===== config.mk =====
export PLATFORM = sky130hd
export DESIGN_NAME = wave_gen
export DESIGN_NICKNAME = d
export VERILOG_FILES = /design/src/rtl/wave_gen.sv
export SDC_FILE = /design/constraint.sdc
export NUM_CORES = 1
export LEC_CHECK = 0
export ABC_AREA = 1
export CAP_MARGIN = 20
export CORE_UTILIZATION = 46
export DETAILED_ROUTE_END_ITERATION = 8
export GPL_TIMING_DRIVEN = 0
export PLACE_DENSITY = 0.68
export SYNTH_ARGS = -nofsm -noshare
export SYNTH_HDL_FRONTEND = slang
export SYNTH_SLANG_ARGS = --single-unit
export TNS_END_PERCENT = 100

===== constraint.sdc =====
create_clock -name clk_i -period 2.54 [get_ports clk_i]
set_input_delay 0.508 -clock clk_i [delete_from_list [all_inputs] [get_ports clk_i]]
set_output_delay 0.508 -clock clk_i [all_outputs]
set_load 0.05 [all_outputs]

===== src/rtl/wave_gen.sv =====
// Tick-driven test-tone generator (square/saw/triangle/noise); tick_i rise -> step next edge -> valid_o one edge later.
// Backpressure: an unconsumed sample is held; a newer sample arriving while held is dropped and flags sticky overrun_o.
module wave_gen #(
    parameter int DW = 16,
    parameter int PW = 8
) (
    input  logic          clk_i,
    input  logic          rst_i,
    input  logic          tick_i,
    input  logic          en_i,
    input  logic [1:0]    wave_sel_i,
    input  logic          ready_i,
    output logic [DW-1:0] sample_o,
    output logic          valid_o,
    output logic          sof_o,
    output logic          overrun_o
);

    typedef enum logic [1:0] {
        WAVE_SQUARE = 2'd0,
        WAVE_SAW    = 2'd1,
        WAVE_TRI    = 2'd2,
        WAVE_NOISE  = 2'd3
    } wave_e;

    localparam logic [DW-1:0] SQ_POS = {1'b0, {(DW-1){1'b1}}};
    localparam logic [DW-1:0] SQ_NEG = {1'b1, {(DW-2){1'b0}}, 1'b1};

    logic          tick_q;
    logic          armed;
    logic [PW-1:0] phase;
    wave_e         sel_q;
    logic [15:0]   lfsr;
    logic          load_pend;

    logic          step;
    logic          lfsr_fb;
    logic [PW-2:0] tri_t;
    logic [PW-1:0] saw_w;
    logic [PW-1:0] tri_w;
    logic [DW-1:0] sample_nxt;
    logic          sof_nxt;

    always_comb begin
        // armed blocks a step when tick_i is already high as reset releases or en_i rises
        step       = tick_i & ~tick_q & en_i & armed;
        lfsr_fb    = lfsr[0] ^ lfsr[2] ^ lfsr[3] ^ lfsr[5];
        tri_t      = phase[PW-1] ? ~phase[PW-2:0] : phase[PW-2:0];
        saw_w      = {~phase[PW-1], phase[PW-2:0]};
        tri_w      = {~tri_t[PW-2], tri_t[PW-3:0], 1'b0};
        sof_nxt    = (phase == '0);
        sample_nxt = '0;
        case (sel_q)
            WAVE_SQUARE: sample_nxt = phase[PW-1] ? SQ_NEG : SQ_POS;
            WAVE_SAW:    sample_nxt = DW'(saw_w) << (DW - PW);
            WAVE_TRI:    sample_nxt = DW'(tri_w) << (DW - PW);
            WAVE_NOISE:  sample_nxt = lfsr[15 -: DW];
            default:     sample_nxt = '0;
        endcase
    end

    always_ff @(posedge clk_i) begin
        if (rst_i) begin
            tick_q    <= 1'b0;
            armed     <= 1'b0;
            phase     <= '0;
            sel_q     <= WAVE_SQUARE;
            lfsr      <= 16'hACE1;
            load_pend <= 1'b0;
        end else begin
            tick_q <= tick_i;
            if (!en_i)
                armed <= 1'b0;
            else if (!tick_i)
                armed <= 1'b1;

            if (!en_i) begin
                phase     <= '0;
                sel_q     <= wave_e'(wave_sel_i);
                load_pend <= 1'b0;
            end else begin
                load_pend <= step;
                if (step) begin
                    phase <= phase + 1'b1;
                    if (sel_q == WAVE_NOISE)
                        lfsr <= {lfsr_fb, lfsr[15:1]};
                    // waveform changes only take effect at a period boundary
                    if (phase == '1)
                        sel_q <= wave_e'(wave_sel_i);
                end
            end
        end
    end

    always_ff @(posedge clk_i) begin
        if (rst_i) begin
            sample_o  <= '0;
            valid_o   <= 1'b0;
            sof_o     <= 1'b0;
            overrun_o <= 1'b0;
        end else if (load_pend) begin
            if (valid_o && !ready_i) begin
                overrun_o <= 1'b1;
            end else begin
                sample_o <= sample_nxt;
                sof_o    <= sof_nxt;
                valid_o  <= 1'b1;
            end
        end else if (valid_o && ready_i) begin
            valid_o <= 1'b0;
        end
    end

endmodule


==> results.md <==
* Syn avg cell area at 7.33 um^2
* GRT Residual Overflow at 0
* Count of cell types in the netlist at 27
* Worst VDD drop at 0.257 mV
* Tcrit/Tclk final at 0.770
* Startpoint types: flop
* # Post-CTS Setup Buffers at 0
* Core area at 4380 um^2
* Worst reg2reg path depth at 6
* Max Cap Viol at 0
* Row cnt at 24
* Footprint of the multi-input gates at 998 um^2
* Die area at 4880 um^2
* Skew final at 5.92 ps
* Slew @ Worst Pin at 508 ps
* Total power at 1.28 mW
* Synth Warn # at 0
* RR Endpoint: sel_q[1]
* Post-Synthesis Cells at 289
* Ant. Diodes at 0
* Reg2reg start: phase[1]
* Starting Density at 0.483
* DRT Wirelength at 4450 um
* Synthesized flop and latch total at 48
* Worst Hold Class: flop to flop
* NumNets Final at 332
* Post-route met1 wirelength at 2370 um
* Fill count at 436
* Dominant cells by area after synthesis: dfxtp_1, nand2_1, nor2_1
* CP max-delay cell: clkdlybuf4s50_1
* Crit-path cells: clkdlybuf4s50_1
* Clock-pin transition on the worst setup and hold timing paths at 90 ps
* Placed wire-length estimate at 3240 um
* Routed via count at 1848
* Global-route wire length before repair at 8060 um
* Met3 wire length at 91 um
* Yosys top cell area share at 0.453
* Commonest non-fill, non-tap cell in the layout: nand2_1
* Critical path depth in cells at 1
* Share of cells above drive strength 1 at 0.0685
* IO buf count at 25
* RSZ-0062 raised after global routing: false
* Critical path arrival at 1450 ps
* Critical path endpoint category: output port
* Outcome: finished clean
* CP max stage delay at 810 ps
* Antenna Nets Post-Route at 0
* Cts-stage hold buffer count at 0
* Area leader, netlist: dfxtp_1
* Max FO, Critical Path at 2
* Setup tns final at 0 ps
* Synth-to-layout area growth at 18.7%
* Top routing layer in use: met4
* Residual DRC at 0
* Seq. cell area at 961 um^2
* Largest net degree at the start of global routing at 15
* Die Y at 69.9 um
* CTS HTree Levels at 2
* Slack of the worst reg-to-reg path at 1140 ps
* Most frequent cells in the layout: nand2_1, dfxtp_1, nor2_1
* Final hold violations at 0
* Fmax at 0.511 GHz
* Worst setup path startpoint: sample_o[0]
* Max Buffers Root-to-Sink at 2
* LEAKAGE at 1.06 nW
* Critical Path RT at 2030 ps
* Total GRT Usage at 0.204
* Clk_lat worst skew at 300 ps
* Clock root buffer: clkbuf_8
* Metal2 WL at 1910 um
* Kind of cell adding the most delay to the critical path: buffers and inverters
* Bufs and invs on worst path at 1
* Synth Net Count at 300
* Min-delay src: lfsr[1]
* Num CTS Buffers at 5
* Starting DRT DRC Count at 103
* CP Class: flop to output port
* Capture point of the worst path: sample_o[0]
* Routed WL per cell at 11.9 um
* Slew margin rel. at 0.661
* GP Congestion at 0.845
* Vias per inst at 4.95
* Final slew viol count at 0
* PD cells at 510 nW/um^2
* Clock Sinks at 48
* Initial antenna violation count at 0
* Die width at 69.9 um
* DRT Pass-1 Iters at 4
* Register area share after synthesis at 0.453
* Tmin final at 1960 ps
* Top-Level Pins at 26
* Cell Area, Synth at 2120 um^2
* Final setup vio count at 0
* CTS tree: yes
* Vias in the first global route at 1693
* Post-CTS sizing at 0
[per-stage QoR]
step,util,area (um^2),worst slack (ps),std cells,hold slack (ps)
floorplan,-,2120,1070,289,439
global route,0.574,2520,535,373,501
finish,0.574,2520,583,373,473
global placement,0.555,2430,495,366,452
CTS,0.574,2520,566,373,472
detailed placement,0.555,2430,505,366,459
[Yosys cell counts]
cell	count
a211oi_1	1
clkbuf_1	3
nor2_4	1
a21oi_1	26
xnor2_1	2
nand2_2	2
nor2_2	1
clkbuf_2	1
o22ai_1	1
nand2_1	74
dfxtp_1	48
buf_4	2
o21ai_1	1
o211ai_1	10
o21ai_0	21
ha_1	4
nand2_4	1
xor2_1	3
nand4_1	4
o21a_1	1
inv_1	24
nand3_1	13
nor2_1	38
buf_2	1
buf_6	2
inv_2	3
a21oi_4	1
[flip-flops by register name, summed over array words and instances, names as in the netlist]
name	cells
phase	8
sample_o	16
overrun_o	1
lfsr	16
sof_o	1
armed	1
sel_q	2
valid_o	1
load_pend	1
tick_q	1
[kinds of logic after synthesis]
logic type               Yosys count  share of synthesized area
AND/OR/NAND/NOR                  134                      0.260
adder cells (fa/ha/maj)            4                     0.0236
flip-flops                        48                      0.453
buffers and inverters             36                     0.0756
XOR/XNOR                           5                     0.0207
AO/OA/AOI/OAI                     62                      0.166
[worst min-delay path: cells and delay by family (launching register included)]
| family | cells | cell delay (ps) |
|---|---|---|
| flip-flops | 1 | 320 |
| AND/OR/NAND/NOR | 1 | 60 |
| AO/OA/AOI/OAI | 1 | 50 |
[worst min-delay path by stage]
stage | endpoint | cells after the start
floorplan | lfsr[1] | 2
global placement | lfsr[1] | 2
detailed placement | lfsr[12] | 2
CTS | lfsr[12] | 2
global route | lfsr[12] | 2
finish | lfsr[1] | 2
[power by group]
part           internal, mW  switching (mW)
registers             0.759         0.00587
clock network         0.187           0.253
logic                0.0271          0.0512
total                 0.973           0.310
[area by class of cell]
type / count / area share
Buffer: 9 / 0.0234
Inverter: 27 / 0.0403
Multi-Input combinational cell: 205 / 0.397
Clock inverter: 2 / 0.00497
Clock buffer: 5 / 0.0273
Sequential cell: 48 / 0.382
Timing Repair Buffer: 25 / 0.0995
Tap cell: 52 / 0.0259
[metal layers]
layer / global-route usage / up-vias
li1: - / 1001
met1: 0.296 / 817
met5: 0 / -
met2: 0.301 / 22
met4: 0.0800 / 0
met3: 0.0346 / 8
Note: power is estimated with default switching activity, not from simulation.
